==> src/rtl/seq_bit_serializer_if.sv <==
// Parallel-word handshake and serial-stream bundle for the bit serializer.
// The master side feeds words; the slave side (the serializer) drives the stream.
interface seq_bit_serializer_if #(
  parameter int WIDTH = 8
);
  logic [WIDTH-1:0] din;
  logic             din_valid;
  logic             din_ready;
  logic             x;
  logic             x_valid;
  logic             word_done;
  logic             busy;

  modport master (
    output din, din_valid,
    input  din_ready, x, x_valid, word_done, busy
  );

  modport slave (
    input  din, din_valid,
    output din_ready, x, x_valid, word_done, busy
  );
endinterface

==> src/rtl/seq_bit_serializer.sv <==
// Parallel-to-serial feeder: one bit per clock on x, with a one-word hold buffer
// so consecutive words stream without a gap cycle.
module seq_bit_serializer #(
  parameter int WIDTH     = 8,
  parameter bit MSB_FIRST = 1'b1,
  parameter bit IDLE_BIT  = 1'b0
) (
  input logic              clk,
  input logic              rst,
  seq_bit_serializer_if.slave bus
);

  localparam int CNT_W = $clog2(WIDTH);
  localparam logic [CNT_W-1:0] LAST_CNT = CNT_W'(WIDTH - 1);

  typedef enum logic {
    IDLE,
    SHIFT
  } state_t;

  state_t           state;
  logic [WIDTH-1:0] sh;
  logic [WIDTH-1:0] hold;
  logic [CNT_W-1:0] cnt;
  logic             hold_full;

  logic             xfer;
  logic             last_bit;
  logic             head;
  logic [WIDTH-1:0] sh_next;

  assign xfer     = bus.din_valid && !hold_full;
  assign last_bit = (cnt == LAST_CNT);
  assign head     = MSB_FIRST ? sh[WIDTH-1] : sh[0];
  assign sh_next  = MSB_FIRST ? {sh[WIDTH-2:0], 1'b0} : {1'b0, sh[WIDTH-1:1]};

  always_ff @(posedge clk or posedge rst) begin
    if (rst) begin
      state     <= IDLE;
      sh        <= '0;
      hold      <= '0;
      cnt       <= '0;
      hold_full <= 1'b0;
    end else begin
      case (state)
        IDLE: begin
          if (xfer) begin
            sh    <= bus.din;
            cnt   <= '0;
            state <= SHIFT;
          end
        end
        SHIFT: begin
          if (!last_bit) begin
            sh  <= sh_next;
            cnt <= cnt + 1'b1;
            if (xfer) begin
              hold      <= bus.din;
              hold_full <= 1'b1;
            end
          end else if (hold_full) begin
            // din_ready is low here, so no new word can collide with the reload
            sh        <= hold;
            hold_full <= 1'b0;
            cnt       <= '0;
          end else if (xfer) begin
            sh  <= bus.din;
            cnt <= '0;
          end else begin
            sh    <= '0;
            cnt   <= '0;
            state <= IDLE;
          end
        end
        default: begin
          state <= IDLE;
        end
      endcase
    end
  end

  // All outputs decode from registered state only; din never reaches them.
  assign bus.din_ready = !hold_full;
  assign bus.x_valid   = (state == SHIFT);
  assign bus.x         = (state == SHIFT) ? head : IDLE_BIT;
  assign bus.word_done = (state == SHIFT) && last_bit;
  assign bus.busy      = (state == SHIFT) || hold_full;

endmodule

==> src/flat_wrapper.sv <==
// flat-port wrapper written by rule: the top's interface ports become plain ports
module seq_bit_serializer_flat 
#(
  parameter int WIDTH     = 8,
  parameter bit MSB_FIRST = 1'b1,
  parameter bit IDLE_BIT  = 1'b0
)
  (clk, rst, bus_din, bus_din_valid, bus_din_ready, bus_x, bus_x_valid, bus_word_done, bus_busy);
  seq_bit_serializer_if #(.WIDTH(WIDTH)) bus_i ();
  input logic clk;
  input logic rst;
  input wire logic [$bits(bus_i.din)-1:0] bus_din;
  input wire logic [$bits(bus_i.din_valid)-1:0] bus_din_valid;
  output wire logic [$bits(bus_i.din_ready)-1:0] bus_din_ready;
  output wire logic [$bits(bus_i.x)-1:0] bus_x;
  output wire logic [$bits(bus_i.x_valid)-1:0] bus_x_valid;
  output wire logic [$bits(bus_i.word_done)-1:0] bus_word_done;
  output wire logic [$bits(bus_i.busy)-1:0] bus_busy;
  assign bus_i.din = bus_din;
  assign bus_i.din_valid = bus_din_valid;
  assign bus_din_ready = bus_i.din_ready;
  assign bus_x = bus_i.x;
  assign bus_x_valid = bus_i.x_valid;
  assign bus_word_done = bus_i.word_done;
  assign bus_busy = bus_i.busy;
  seq_bit_serializer #(.WIDTH(WIDTH), .MSB_FIRST(MSB_FIRST), .IDLE_BIT(IDLE_BIT)) u_core (.clk(clk), .rst(rst), .bus(bus_i));
endmodule
==> config.mk <==
export PLATFORM = sky130hd
export DESIGN_NAME = seq_bit_serializer_flat
export DESIGN_NICKNAME = d
export VERILOG_FILES = /design/src/rtl/seq_bit_serializer_if.sv /design/src/rtl/seq_bit_serializer.sv /design/src/flat_wrapper.sv
export SDC_FILE = /design/constraint.sdc
export NUM_CORES = 1
export LEC_CHECK = 0
export CAP_MARGIN = 20
export CORE_MARGIN = 1
export CORE_UTILIZATION = 45
export CTS_BUF_LIST = sky130_fd_sc_hd__clkbuf_16
export DETAILED_ROUTE_END_ITERATION = 16
export MAX_ROUTING_LAYER = met4
export PLACE_DENSITY = 0.73
export SLEW_MARGIN = 30
export SYNTH_ARGS = -nofsm -noshare
export SYNTH_HDL_FRONTEND = slang
export SYNTH_SLANG_ARGS = --single-unit
==> constraint.sdc <==
create_clock -name clk -period 4.1 [get_ports clk]
set_input_delay 0.82 -clock clk [delete_from_list [all_inputs] [get_ports clk]]
set_output_delay 0.82 -clock clk [all_outputs]
set_load 0.02 [all_outputs]
==> summary.md, run 1 <==
| Metric | Value |
|---|---|
| Initial antenna violation count | 0 |
| Placed wire-length estimate | 1369 um |
| Grt total ovfl | 0 |
| Final setup viols | 0 |
| Post-CTS sizing | 0 |
| Commonest non-fill, non-tap cell in the layout | dfrtp_1 |
| Final period util | between 60% and 70% |
| Syn_nets | slightly above 100 |
| Final instance area | 1267 um2 |
| Yosys cell types | 26 |
| Initial core utilization | 47.63% |
| Placed inst area | around 1200 um2 |
| Area of the multi-input gates | 451.7 um2 |
| Power per cell area | 745.4 nW/um2 |
| Routability Congestion | roughly 0.74 |
| Skew final | ~4.5 ps |
| Leakage | 0.5601 nW |
| TNS Setup | 0 ps |
| Die span in x | around 50 um |
| Drt drc | 0 |
| Clock-pin transition on the worst setup and hold timing paths | around 60 ps |
| Setup CP Type | flop to primary output |
| HP Class | flop to flop |
| Placed cell count | about 130 |
| Post-synthesis cell count | between 80 and 90 |
| Worst endpoint required time | approximately 3300 ps |
| Largest delay share family, worst path | flip-flops |
| Vias per cell | approximately 5.6 |
| Slowest Stage Delay on Critical Path | 730 ps |
| Via count | 722 |
| Die span in y | approximately 50 um |
| Critical path, cell by cell | nand2_1 -> inv_1 -> clkdlybuf4s50_1 |
| Worst Path Buf+Inv | 2 |
| PortBufs | 15 |
| Routed Antenna Nets | 0 |
| Crit. End Element | primary output |
| Finished Layout Cells | about 130 |
| Worst hold slack | roughly 500 ps |
| Most frequent cells in the layout | 21 x dfrtp_1, 15 x clkdlybuf4s50_1, 8 x inv_1, 8 x mux2_4, 6 x nand2_1 |
| Synth Cell Area | around 1000 um2 |
| Yosys reg bits | 21 |
| Sequential cell area | 525.5 um2 |
| Pre-antenna DRT Iters | 4 |
| Synthesis warning total | 0 |
| Area Growth Syn to Fin | 21.46% |
| Routed wire length | a little over 2000 um |
| Cts bufs inserted | 3 |
| CTS Hold Bufs | 0 |
| Status | finished, final reports clean |
| Final Hold Viols | 0 |
| Root cell of the clock tree | clkbuf_16 |
| Drt wl/cell | around 16 um |
| Clk sink count | 21 |
| Seq/Total Area, Yosys | roughly half |
| DR iter-0 viols | 8 |
| Ratio of cells with drive above 1 in the final layout | 13.86% |
| FMAX | approximately 380 MHz |
| I/O Pins | 16 |
| Worst EP arrival | ~1800 ps |
| RSZ-0062 raised after global routing | false |
| Relative slew slack | slightly below 40% |
| FILL cells | 178 |
| Row count | 17 |
| First-pass GRT wire length | 3360 um |
| H-Tree Level Count | 1 |
| Max IR drop VDD | 308.8 uV |
| Pin count of the biggest net entering global routing | 22 |
| Slowest-stage cell, CP | dfrtp_1 |
| Maxcap violations | 0 |
| Critical path startpoint category | flop |
| Layout Utilization | just under 60% |
| Layout net count | about 120 |
| Worst slew pin tran | between 900 and 1000 ps |
| Synth Area per Inst | between 10 and 15 um2 |
| Min Tclk post-route | between 2000 and 3000 ps |
| GRT Overall Usage | between 10% and 20% |
| Antenna Diode Count | 0 |
| Max-slew violations | 0 |
| Full die area | around 2500 um2 |
| CTS tree | done |
| Vias in the first global route | between 700 and 800 |
| Core ar. | 2191 um2 |
| CTS Buffer Depth | 2 |
| Total setup buffers inserted after CTS | 0 |
| Clk Latency, worst-skew pair | roughly 250 ps |
| Crit Path Max Fanout | 21 |
## flip-flops by register name, indices dropped and copies added (netlist names)
| signal | cells |
|---|---|
| u_core.bus.x_valid | 1 |
| u_core.sh | 8 |
| u_core.hold | 8 |
| u_core.hold_full | 1 |
| u_core.cnt | 3 |
## synthesized netlist by cell type
cell type	instances	share of area (%)
a21oi_1	4	1.9
nor2b_2	1	0.84
inv_1	7	2.5
or2_2	2	1.2
mux2_4	8	12
o221ai_1	4	3.4
nor2_1	2	0.72
ha_1	3	3.6
nand2_1	6	2.2
nand3_1	3	1.4
a32oi_1	4	3.4
buf_2	2	0.96
clkbuf_1	2	0.72
a221o_1	3	2.9
nand3b_1	3	2.2
nor2b_1	1	0.60
and2_1	1	0.60
dfrtp_1	21	50
mux2i_1	1	0.96
a21o_1	2	1.4
nor3b_1	1	0.72
a22o_1	2	1.7
a22oi_1	1	0.72
and3b_1	1	0.84
buf_6	2	2.2
o22ai_1	1	0.60
## metal layers
| layer | global-route usage [%] | vias to the layer above | wire [um] |
|---|---|---|---|
| met5 | - | - | 0 |
| met4 | 8.095 | 0 | 31 |
| met3 | 3.030 | 4 | 61 |
| met2 | 28.89 | 17 | 986 |
| met1 | 23.44 | 354 | 939 |
| li1 | - | 347 | - |
## where the power goes
part,total (mW),leakage [nW],switching (mW),internal [mW]
logic,0.359,0.263,0.153,0.206
clock network,0.202,0.0423,0.0717,0.130
registers,0.385,0.255,0.0833,0.301
total,0.945,0.560,0.308,0.637
## final cells by class
class,count,share of cell area (%)
repair buffers,15,11.85
well taps,28,2.764
flip-flops and latches,21,41.46
clock inverters,1,0.2961
inverters,7,2.073
clock buffers,3,5.923
multi-input cells,54,35.64
## final timing paths
kind / startpoint / to / slack, ps / cells after the start
min reg2reg: u_core.sh[1] / u_core.sh[2] / 500 / 2
max reg2reg: u_core.cnt[0] / u_core.sh[5] / 2040 / 5
max: u_core.bus.x_valid / bus_word_done / 1440 / 3
min: u_core.sh[1] / u_core.sh[2] / 500 / 2
min in group asynchronous: rst / u_core.cnt[1] / 1010 / 2
max in group asynchronous: rst / u_core.hold[3] / 2590 / 2
## metrics by stage
| stage | total power, mW | worst slack [ps] |
|---|---|---|
| floorplan | 0.6536 | 2101 |
| global placement | 0.7327 | 1357 |
| detailed placement | 0.7439 | 1275 |
| CTS | 0.9512 | 1436 |
| global route | 1.009 | 1310 |
| finish | 0.9447 | 1438 |
## kinds of logic after synthesis
| logic type | count (synthesis) | share of synthesized area [%] |
|---|---|---|
| simple gates | 21 | 11.27 |
| mux | 9 | 12.47 |
| fa+ha+maj | 3 | 3.598 |
| flops | 21 | 50.36 |
| compound gates | 21 | 15.95 |
| buf+inv | 13 | 6.356 |
## worst min-delay path: stages (launching register included)
cell and delay [ps]:
dfrtp_1 340, nand2_1 50, o221ai_1 60
(Power assumes the default switching activity.)
==> run 2: changes to the inputs <==
==> constraint.sdc (replaced) <==
create_clock -name clk -period 2.7 [get_ports clk]
set_input_delay 0.54 -clock clk [delete_from_list [all_inputs] [get_ports clk]]
set_output_delay 0.54 -clock clk [all_outputs]
set_load 0.02 [all_outputs]
==> run 2 against run 1 <==
Effect of this change:
- cell count up 3.1%
- non-clock buffer count up 4
- critical path type unchanged
- via count up 7.5%
- clock-buffer cell count unchanged
==> summary.md, run 2 (synthesized netlist as in run 1, its figures left out) <==
| Metric | Value |
|---|---|
| I/O Pins | 16 (unchanged) |
| Pin count of the biggest net entering global routing | 22 (unchanged) |
| Placement Setup Slack | 462.8 ps (-812.5 ps) |
| Final period util | just under 90% |
| Clk Latency, worst-skew pair | 250 ps (about the same) |
| Sequential cell area | 525.5 um2 (unchanged) |
| Vias in the first global route | 759 (unchanged) |
| Area of the multi-input gates | 451.7 um2 (unchanged) |
| Pre-antenna DRT Iters | 4 (unchanged) |
| Area Growth Syn to Fin | 24.34% |
| GRT Overall Usage | 19.19% (+0.75 points) |
| Relative slew slack | 47.92% (+9.4 points) |
| Vias per cell | 5.835 (+4.2%) |
| Comb power frac | 41.1% (+3.1 points) |
| Full die area | 2516 um2 (unchanged) |
| Layout net count | 120 (+3.4%) |
| CTS Buffer Depth | 2 (unchanged) |
| HP Class | flop to flop |
| Skew final | 1.343 ps (-3.125 ps) |
| Via count | 776 (+7.5%) |
| Status | finished, final reports clean |
| Cts bufs inserted | 3 (unchanged) |
| Drt drc | 0 (unchanged) |
| Slowest Stage Delay on Critical Path | 610 ps (-120 ps) |
| Min Tclk post-route | between 2000 and 2500 ps |
| Setup slack after layout | 333.9 ps (-1105 ps) |
| Final instance area | 1297 um2 (+2.4%) |
| Placed inst area | 1219 um2 (+2.5%) |
| Maxcap violations | 0 (unchanged) |
| Placed cell count | 129 (+3.2%) |
| Crit Path Max Fanout | 3 (-86%) |
| Worst endpoint required time | 2160 ps (-1120 ps) |
| Row count | 17 (unchanged) |
| Sw Ratio | 32.48% (-0.094 points) |
| FMAX | 422.6 MHz |
| Grt total ovfl | 0 (unchanged) |
| Critical path, cell by cell | ha_1 -> ha_1 -> nand2_1 -> inv_1 -> clkdlybuf4s50_1 |
| DR iter-0 viols | 16 (+8) |
| Leakage | 0.5786 nW (+3.3%) |
| Hold Path Origin | u_core.sh[1] |
| Largest regs | u_core.hold: 8 flops, u_core.sh: 8 flops, u_core.cnt: 3 flops |
| Worst slew pin tran | 780.3 ps (-139.5 ps) |
| Routed Antenna Nets | 0 (unchanged) |
| NetSw | 0.4786 mW (+55%) |
| Core ar. | 2191 um2 (unchanged) |
| PortBufs | 15 (unchanged) |
| Final Power | 1.473 mW (+56%) |
| Total setup buffers inserted after CTS | 0 (unchanged) |
| Register share of total power | 38.0% (-2.7 points) |
| Routed wire length | 2096 um (+3.9%) |
| Initial antenna violation count | 0 (unchanged) |
| Top layer in use | met4 |
| RSZ-0062 raised after global routing | false |
| Worst EP arrival | 1830 ps (about the same) |
| Die span in x | 50.16 um (unchanged) |
| Ratio of cells with drive above 1 in the final layout | 17.14% (+3.3 points) |
| Power per cell area | 1135 nW/um2 (+52%) |
| Reg2reg start | u_core.cnt[0] |
| Clock share of power | 20.9% (-0.4 points) |
| FILL cells | 181 (+1.7%) |
| Max-slew violations | 0 (unchanged) |
| H-Tree Level Count | 1 (unchanged) |
| Die span in y | 50.16 um (unchanged) |
| Crit. End Element | primary output |
| Critical path startpoint category | flop |
| Clk sink count | 21 (unchanged) |
| First-pass GRT wire length | 3387 um (+0.80%) |
| Routed met2 length | 976 um (-1.0%) |
| Max IR drop VDD | 488.1 uV (+58%) |
| CTS Hold Bufs | 0 (unchanged) |
| Root cell of the clock tree | clkbuf_16 |
| Layout Utilization | 59.22% (+1.4 points) |
| Commonest non-fill, non-tap cell in the layout | dfrtp_1 |
| CTS tree | done |
| Most frequent cells in the layout | 21 x dfrtp_1, 15 x clkdlybuf4s50_1, 8 x inv_1, 8 x mux2_4, 6 x nand2_1 |
| Largest delay share family, worst path | buffers and inverters |
| Setup CP Type | flop to primary output |
| Routability Congestion | 0.7719 (+4.7%) |
| Final Hold Viols | 0 (unchanged) |
| Met3 routed WL | 91 um (+49%) |
| Final setup viols | 0 (unchanged) |
| M1 WL | 972 um (+3.5%) |
| Drt wl/cell | 15.76 um (+0.74%) |
| Clock-pin transition on the worst setup and hold timing paths | 60 ps (about the same) |
| Worst Path Buf+Inv | 2 (unchanged) |
| TNS Setup | 0 ps (unchanged) |
| CP Launch Point | u_core.cnt[0] |
| Placed wire-length estimate | 1384 um (+1.1%) |
| Slowest-stage cell, CP | clkdlybuf4s50_1 |
| Cell mode on critical path | ha_1 |
| Worst hold slack | 487.9 ps (-8.271 ps) |
| Antenna Diode Count | 0 (unchanged) |
| Finished Layout Cells | 133 (+3.1%) |
| P_int | 0.9946 mW (+56%) |
| Initial core utilization | 47.63% (unchanged) |
| Post-CTS sizing | 0 (unchanged) |
-- run 2: layer usage --
metal | global-route usage, % | vias to the layer above
li1 | - | 354
met1 | 25.00 | 392
met2 | 27.33 | 23
met3 | 3.333 | 7
met4 | 12.38 | 0
met5 | - | -
-- run 2: power by group through the flow --
stage	sequential [mW]	clock [mW]	combinational (mW)
floorplan	0.529	0	0.464
global placement	0.556	0	0.585
detailed placement	0.560	0	0.599
CTS	0.557	0.310	0.611
global route	0.577	0.328	0.659
finish	0.559	0.308	0.606
-- run 2: final cells by class --
| cell class | instances | area share [%] |
|---|---|---|
| sequential | 21 | 40.50 |
| multi-input combinational | 54 | 34.81 |
| clock buffer | 3 | 5.786 |
| clock inverter | 1 | 0.2893 |
| timing repair buffer | 19 | 13.89 |
| tap | 28 | 2.700 |
| inverter | 7 | 2.025 |
-- run 2: path summary, 6_finish.rpt --
kind	endpoint	slack (ps)	cells past startpoint
min in group asynchronous	u_core.sh[0]	730	2
max in group asynchronous	u_core.hold[6]	1480	2
min	u_core.sh[2]	490	2
max reg2reg	u_core.hold[3]	830	4
min reg2reg	u_core.sh[2]	490	2
max	bus_word_done	330	5
-- run 2: worst reg2reg max path: stages (launching register included) --
cell and delay (ps):
dfrtp_1 400, ha_1 240, ha_1 210, and3b_1 560, mux2_4 350
==> run 3: changes to the inputs <==
--- a/config.mk
+++ b/config.mk
@@ -5,7 +5,9 @@
 export SDC_FILE = /design/constraint.sdc
 export NUM_CORES = 1
 export LEC_CHECK = 0
+export ABC_AREA = 0
 export CAP_MARGIN = 20
+export CORE_ASPECT_RATIO = 1.5
 export CORE_MARGIN = 1
 export CORE_UTILIZATION = 45
 export CTS_BUF_LIST = sky130_fd_sc_hd__clkbuf_16
==> run 3 against run 2 <==
Effect of this change:
- sequential power up 2%
- largest power group unchanged
- cell count down 4.5%
- flip-flop and latch count unchanged
- die area up 0.16%
- largest cell class unchanged
- fmax down 1.1%
- utilization down 1.0 points
- wire length down 7.6%
- sequential share of layout area up 0.39 points
==> summary.md, run 3 (synthesized netlist as in run 1, its figures left out) <==
| Metric | Value |
|---|---|
| Post-CTS sizing | 0 (unchanged) |
| Ratio of cells with drive above 1 in the final layout | 17.31% (+0.16 points) |
| Sw Ratio | 31.76% (-0.73 points) |
| Clk Latency, worst-skew pair | 250 ps (about the same) |
| TNS Setup | 0 ps (unchanged) |
| Routability Congestion | 0.7453 (-3.4%) |
| Vias per cell | 5.669 (-2.8%) |
| Register share of total power | 39.5% (+1.5 points) |
| PortBufs | 15 (unchanged) |
| H-Tree Level Count | 1 (unchanged) |
| Setup CP Type | flop to primary output |
| Vias in the first global route | 702 (-7.5%) |
| Final Power | 1.447 mW (-1.8%) |
| Worst hold slack | 493.2 ps (+5.263 ps) |
| Initial antenna violation count | 0 (unchanged) |
| Drt drc | 0 (unchanged) |
| Initial core utilization | 47.28% (-0.35 points) |
| Row count | 21 (+4) |
| Slowest-stage cell, CP | dfrtp_1 |
| Max-slew violations | 0 (unchanged) |
| Pre-antenna DRT Iters | 4 (unchanged) |
| Relative slew slack | 47.99% (+0.067 points) |
| Critical path startpoint category | flop |
| Grt total ovfl | 0 (unchanged) |
| Status | finished, final reports clean |
| Routed met2 length | 1051 um (+7.7%) |
| Power per cell area | 1126 nW/um2 (-0.82%) |
| RSZ-0062 raised after global routing | false |
| Antenna Diode Count | 0 (unchanged) |
| Via count | 720 (-7.2%) |
| Largest regs | u_core.hold: 8 flops, u_core.sh: 8 flops, u_core.cnt: 3 flops |
| M1 WL | 828 um (-15%) |
| Comb power frac | 39.6% (-1.5 points) |
| FILL cells | 191 (+5.5%) |
| Clock-pin transition on the worst setup and hold timing paths | 60 ps (about the same) |
| Flop2flop setup slack | 840 ps (about the same) |
| Met3 routed WL | 35 um (-62%) |
| Drt wl/cell | 15.24 um (-3.3%) |
| Final period util | 88.65% (+1.0 points) |
| Critical path, cell by cell | nand2_1 -> inv_1 -> clkdlybuf4s50_1 |
| Clock share of power | 20.9% (about the same) |
| Die span in x | 41.32 um (-18%) |
| P_int | 0.9875 mW (-0.72%) |
| Layout Utilization | 58.22% (-1.0 points) |
| Core ar. | 2207 um2 (+0.74%) |
| HP Class | flop to flop |
| Placement Setup Slack | 433.6 ps (-29.19 ps) |
| Crit. End Element | primary output |
| DR iter-0 viols | 21 (+5) |
| Final Hold Viols | 0 (unchanged) |
| CTS Hold Bufs | 0 (unchanged) |
| Leakage | 0.5728 nW (-1.0%) |
| Top layer in use | met4 |
| I/O Pins | 16 (unchanged) |
| Worst Path Buf+Inv | 2 (unchanged) |
| Maxcap violations | 0 (unchanged) |
| Routed wire length | 1936 um (-7.6%) |
| CTS tree | done |
| GRT Overall Usage | 19.02% (-0.17 points) |
| Area Growth Syn to Fin | 23.14% |
| Crit Path Max Fanout | 21 (+18) |
| First-pass GRT wire length | 3084 um (-8.9%) |
| Pin count of the biggest net entering global routing | 22 (unchanged) |
| CTS Buffer Depth | 2 (unchanged) |
| Placed wire-length estimate | 1375 um (-0.69%) |
| Largest delay share family, worst path | flip-flops |
| Routed Antenna Nets | 0 (unchanged) |
| Worst endpoint required time | 2160 ps (about the same) |
| Slowest Stage Delay on Critical Path | 730 ps (+120 ps) |
| Worst slew pin tran | 779.3 ps (-1.005 ps) |
| Clk sink count | 21 (unchanged) |
| Min Tclk post-route | 2394 ps (+27.50 ps) |
| Cts bufs inserted | 3 (unchanged) |
| Worst EP arrival | 1850 ps (+20 ps) |
| Die span in y | 60.98 um (+22%) |
| Total setup buffers inserted after CTS | 0 (unchanged) |
| Most frequent cells in the layout | 21 x dfrtp_1, 15 x clkdlybuf4s50_1, 8 x mux2_4 |
| Layout net count | 119 (-0.83%) |
| Setup slack after layout | 306.4 ps (-27.50 ps) |
| Max IR drop VDD | 603.4 uV (+24%) |
| Commonest non-fill, non-tap cell in the layout | dfrtp_1 |
| Final setup viols | 0 (unchanged) |
| NetSw | 0.4595 mW (-4.0%) |
| FMAX | 417.8 MHz (-1.1%) |
| Full die area | 2519 um2 (+0.16%) |
| Root cell of the clock tree | clkbuf_16 |
| Skew final | 2.722 ps (+1.380 ps) |
==> run 3: worst min-delay path, delay by kind of cell, from the launching register on <==
family,cells,cell delay (ps)
flip-flops,1,350
AND/OR/NAND/NOR,1,50
AO/OA/AOI/OAI,1,60
==> run 3: area by class of cell <==
type	count	area, um2	area share (%)
Multi-Input combinational cell	54	451.7	35.15
Clock inverter	1	5.005	0.3895
Tap cell	23	28.78	2.240
Sequential cell	21	525.5	40.90
Timing Repair Buffer	18	172.7	13.44
Inverter	7	26.28	2.045
Clock buffer	3	75.07	5.842
==> run 3: power by group through the flow <==
stage	logic [mW]	registers, mW	clock network [mW]
finish	0.573	0.571	0.303
global route	0.635	0.588	0.320
CTS	0.580	0.569	0.310
detailed placement	0.577	0.572	0
global placement	0.558	0.568	0
floorplan	0.464	0.529	0
==> run 3: path summary, 6_finish.rpt <==
kind / from / to / cells past startpoint
setup / recovery: u_core.bus.x_valid / bus_word_done / 3
hold / removal: u_core.sh[2] / u_core.sh[3] / 2
setup reg to reg: u_core.cnt[0] / u_core.hold[6] / 4
hold reg to reg: u_core.sh[2] / u_core.sh[3] / 2
max in group asynchronous: rst / u_core.hold[5] / 2
min in group asynchronous: rst / u_core.sh[1] / 2
==> run 3: metal layers <==
layer / up-vias / global-route usage, %
li1: 353 / -
met3: 2 / 3.297
met5: - / -
met2: 10 / 30.36
met1: 355 / 22.64
met4: 0 / 8.295
==> run 3: stage by stage <==
step / instances / instance area [um2]
after CTS: 127 / 1285
after global routing: 127 / 1285
after global placement: 123 / 1205
after detailed placement: 123 / 1205
after floorplan: 88 / 1044
final: 127 / 1285
